### src/rtl/seq_detector_if.sv
// Bit-stream bundle between the flip-flop stage and the pattern detector.
//   din       : serial data bit (q of the upstream flop)
//   din_vld   : din qualifier, bit is consumed only when high
//   match     : registered one-cycle hit pulse
//   match_cnt : saturating hit count since reset
//   hist      : current shift history, MSB is the oldest bit
// master = bit-stream producer / status consumer, slave = detector.
interface seq_detector_if #(
  parameter int unsigned PAT_LEN = 4,
  parameter int unsigned CNT_W   = 8
);
  logic               din;
  logic               din_vld;
  logic               match;
  logic [CNT_W-1:0]   match_cnt;
  logic [PAT_LEN-1:0] hist;

  modport master (
    output din, din_vld,
    input  match, match_cnt, hist
  );

  modport slave (
    input  din, din_vld,
    output match, match_cnt, hist
  );
endinterface

### src/rtl/seq_detector.sv
// Serial pattern detector for the registered q stream of the flip-flop stage.
// Flags every occurrence of a PAT_LEN-bit PATTERN (MSB = oldest bit) in the
// valid-qualified bit stream and keeps a saturating hit count.
// Ports:
//   clk : rising-edge clock
//   rst : synchronous reset, active-high, overrides din_vld
//   bus : seq_detector_if slave (din, din_vld in; match, match_cnt, hist out)
// Parameters:
//   PAT_LEN : pattern length, 2..32
//   PATTERN : target pattern, must fit in PAT_LEN bits
//   OVERLAP : 1 = hits may share trailing bits, 0 = history restarts after a hit
//   CNT_W   : match counter width
module seq_detector #(
  parameter int unsigned PAT_LEN = 4,
  parameter logic [31:0] PATTERN = 32'b1011,
  parameter bit          OVERLAP = 1'b1,
  parameter int unsigned CNT_W   = 8
) (
  input  logic          clk,
  input  logic          rst,
  seq_detector_if.slave bus
);

  // Fill counter needs to represent 0..PAT_LEN inclusive.
  localparam int unsigned FILL_W = $clog2(PAT_LEN + 1);
  localparam logic [FILL_W-1:0] FILL_FULL = FILL_W'(PAT_LEN);

  generate
    if (PAT_LEN < 2 || PAT_LEN > 32) begin : g_bad_len
      $error("seq_detector: PAT_LEN must be in 2..32");
    end
    if ((PATTERN >> PAT_LEN) != 32'd0) begin : g_bad_pattern
      $error("seq_detector: PATTERN is wider than PAT_LEN");
    end
    if (CNT_W < 1) begin : g_bad_cnt
      $error("seq_detector: CNT_W must be at least 1");
    end
  endgenerate

  logic [PAT_LEN-1:0] hist_q;
  logic [FILL_W-1:0]  fill_q;
  logic               match_q;
  logic [CNT_W-1:0]   cnt_q;

  logic [PAT_LEN-1:0] hist_n;
  logic [FILL_W-1:0]  fill_n;
  logic               hit;

  // Next-state view assuming the current bit is accepted; only used when
  // din_vld is high, so din never reaches match without a register between.
  always_comb begin
    hist_n = {hist_q[PAT_LEN-2:0], bus.din};
    fill_n = (fill_q == FILL_FULL) ? FILL_FULL : fill_q + 1'b1;
    // Requiring a full fill keeps reset zeros in hist from ever matching.
    hit    = (fill_n == FILL_FULL) && (hist_n == PATTERN[PAT_LEN-1:0]);
  end

  always_ff @(posedge clk) begin
    if (rst) begin
      hist_q  <= '0;
      fill_q  <= '0;
      match_q <= 1'b0;
      cnt_q   <= '0;
    end else if (bus.din_vld) begin
      hist_q  <= hist_n;
      match_q <= hit;
      // Without overlap the history bits stay visible but no longer count.
      fill_q  <= (hit && !OVERLAP) ? '0 : fill_n;
      if (hit && (cnt_q != '1)) begin
        cnt_q <= cnt_q + 1'b1;
      end
    end else begin
      match_q <= 1'b0;
    end
  end

  assign bus.match     = match_q;
  assign bus.match_cnt = cnt_q;
  assign bus.hist      = hist_q;

endmodule

### src/flat_wrapper.sv
// flat-port wrapper written by rule: the top's interface ports become plain ports
module seq_detector_flat 
#(
  parameter int unsigned PAT_LEN = 4,
  parameter logic [31:0] PATTERN = 32'b1011,
  parameter bit          OVERLAP = 1'b1,
  parameter int unsigned CNT_W   = 8
)
  (clk, rst, bus_din, bus_din_vld, bus_match, bus_match_cnt, bus_hist);
  seq_detector_if #(.PAT_LEN(PAT_LEN), .CNT_W(CNT_W)) bus_i ();
  input  logic clk;
  input  logic rst;
  input wire logic [$bits(bus_i.din)-1:0] bus_din;
  input wire logic [$bits(bus_i.din_vld)-1:0] bus_din_vld;
  output wire logic [$bits(bus_i.match)-1:0] bus_match;
  output wire logic [$bits(bus_i.match_cnt)-1:0] bus_match_cnt;
  output wire logic [$bits(bus_i.hist)-1:0] bus_hist;
  assign bus_i.din = bus_din;
  assign bus_i.din_vld = bus_din_vld;
  assign bus_match = bus_i.match;
  assign bus_match_cnt = bus_i.match_cnt;
  assign bus_hist = bus_i.hist;
  seq_detector #(.PAT_LEN(PAT_LEN), .PATTERN(PATTERN), .OVERLAP(OVERLAP), .CNT_W(CNT_W)) u_core (.clk(clk), .rst(rst), .bus(bus_i));
endmodule
### config.mk
export PLATFORM = sky130hd
export DESIGN_NAME = seq_detector_flat
export DESIGN_NICKNAME = d
export VERILOG_FILES = /design/src/rtl/seq_detector_if.sv /design/src/rtl/seq_detector.sv /design/src/flat_wrapper.sv
export SDC_FILE = /design/constraint.sdc
export NUM_CORES = 1
export LEC_CHECK = 0
export ABC_AREA = 0
export CAP_MARGIN = 20
export CORE_UTILIZATION = 50
export CTS_CLUSTER_DIAMETER = 100
export DETAILED_ROUTE_END_ITERATION = 8
export DONT_BUFFER_PORTS = 1
export GPL_TIMING_DRIVEN = 0
export HOLD_SLACK_MARGIN = 0.1
export PLACE_DENSITY = 0.67
export SYNTH_ARGS = -nofsm -noshare
export SYNTH_HDL_FRONTEND = slang
export SYNTH_SLANG_ARGS = --single-unit
export TNS_END_PERCENT = 100
### constraint.sdc
create_clock -name clk -period 2.48 [get_ports clk]
set_input_delay 0.372 -clock clk [delete_from_list [all_inputs] [get_ports clk]]
set_output_delay 0.372 -clock clk [all_outputs]
set_load 0.05 [all_outputs]
==> flow_summary.toml <==
[outcome]
outcome = "finished clean"

[sta]
setup_viol = 0
clock.fmax_mhz = 484
finalHoldViolations = 0
finalClockSkew_ps = 6.53
slew_headroom_pct = 56.0
period_minus_slack_ps = 2070
rsz0062_at_grt = "no"
final_max_slew_viol_count = 0
worst_pin_slew_ps = 660
hold_ws_ps = 230
finalCritPeriodShare_pct = 83.3
fin_tns_setup_ps = 0

[global_route]
antenna_found_initial = 0
grt.overflow.total = 0
met1_usage_pct = 24.4
use_met2_pct = 28.1
busiest_layer = "met2"
grt_pass1_wl_um = 2530
grt_start_max_net_pins = 11
grtUsageTotal_pct = 19.0
use_met3_pct = 9.13
grt_pass1_vias = 598

[clocking]
clk_pin_slew_ps = 100
h-tree-depth = 1
cts-hold-fix-buffers = 0
clkLatencyLatePin_ps = 290
clockBufferDepth = 2
cts-root-buf = "clkbuf_4"
cts_buffers = 3
cts_tree = "built"
cts_sinks = 16
cts_resized = 0
post_cts_buffers = 0

[routing]
vias = 612
drc = 0
via_per_inst = 6.06
wl_per_cell_um = 14.6
drtIter0Drc = 10
dr.pass1.iters = 4
wirelength_um = 1480
ant_nets = 0

[cells_and_area]
fillerInstances = 131
drive_above_1_share_pct = 15.1
area_growth_pct = 7.04
n_antenna_cell = 0
final_util_pct = 60.5
mostFrequentLayoutCell = "dfxtp_1"
final_cell_mix = "dfxtp_1, nor2_1, a21oi_1"
nets = 94
design_area_um2 = 837

[run]
maxCapViolCount = 0

[placement]
gp_congestion = 0.782
dpl.hpwl_um = 1060
dpl_cell_area_um2 = 801
io_buffers = 0

[yosys]
async_flop_share_pct = 0
syn_avg_cell_area_um2 = 9.54
synth_area_um2 = 782
syn-num-nets = 89
synth.yosys.warnings = 0
synth_cell_types = 28
synth-edff-count = 0
yosysSeqAreaShare_pct = 41.0
synth_ff_type = "dfxtp_1"
synth_cells = 82
synth-seq-cells = 16

[floorplanning]
rows = 13
pin_count = 17
dieArea_um2 = 1730
dieWidth_um = 41.5
fp.coreArea_um2 = 1380
start_util_pct = 56.6
die_y_um = 41.5

[power]
ir_worst_vdd_uv = 579
power_leakage_nw = 0.300
cellPowerDensity_nw_per_um2 = 568
finalPower_mw = 0.475

[min_path]
min_path_type = "input pin to flop"

[worst_setup_path]
crit_fanout = 10
criticalPathCategory = "flop to flop"
cp.required_ps = 2640
start_kind = "flop"
arrival_ps = 2230
cp-end-kind = "flop"
[metrics by stage]
step	instances	setup WS [ps]
global placement	97	501
global route	101	275
floorplan	82	651
detailed placement	97	425
finish	101	415
CTS	101	398
[registers in the layout, summed over array words and instances, names as in the netlist]
signal	cells
u_core.bus.match	1
u_core.bus.match_cnt	8
u_core.bus.hist	4
u_core.fill_q	3
[cell usage after synthesis, types with 2 or more instances]
master    count  share of area (%)
nand3_1       3                1.9
o41ai_1       3                3.4
clkbuf_1      3                1.4
or4_1         5                4.8
nand2_1       2               0.96
nor2_1        9                4.3
o31ai_1       3                2.9
inv_1         4                1.9
mux2i_1       6                7.7
a21oi_1       8                5.1
o21ai_0       2                1.3
ha_1          3                4.8
dfxtp_1      16                 41
[layout make-up]
| class | count | area [um^2] | share of cell area, % |
|---|---|---|---|
| multi-input combinational | 57 | 423 | 50.5 |
| buffer | 5 | 23.8 | 2.84 |
| tap | 15 | 18.8 | 2.24 |
| clock buffer | 4 | 36.3 | 4.33 |
| sequential | 16 | 320 | 38.3 |
| inverter | 4 | 15.0 | 1.79 |
[where the power goes]
group | switching, mW | internal [mW]
Sequential | 0.0118 | 0.262
Clock | 0.0828 | 0.0894
Combinational | 0.0159 | 0.0134
[path summary, 6_finish.rpt]
kind,slack (ps),to,from,depth (start not counted)
setup reg to reg,410,u_core.bus.match_cnt[7],u_core.fill_q[0],7
setup / recovery,410,u_core.bus.match_cnt[7],u_core.fill_q[0],7
hold / removal,230,u_core.bus.hist[0],bus_din,2
hold reg to reg,540,u_core.fill_q[1],u_core.fill_q[1],2
[metal layers]
metal / share of wire, % / wire [um] / vias up
li1: - / - / 314
met2: 45 / 666 / 13
met4: 1.0 / 15 / 0
met1: 49 / 730 / 283
met3: 4.5 / 66 / 2
met5: 0 / 0 / -
[logic make-up after synthesis]
kind of cell             synth area share, %
adder cells (fa/ha/maj)                 4.80
buffers and inverters                   4.96
flip-flops                              41.0
AO/OA/AOI/OAI                           20.2
AND/OR/NAND/NOR                         21.4
multiplexers                            7.68
[worst max-delay path: stages (launching register included)]
cell      delay (ps)
dfxtp_1          410
inv_1             60
ha_1             300
and4bb_1         330
o211ai_4         130
buf_2            200
o41ai_1          400
a21oi_1          110
Note: power is estimated with default switching activity, not from simulation.
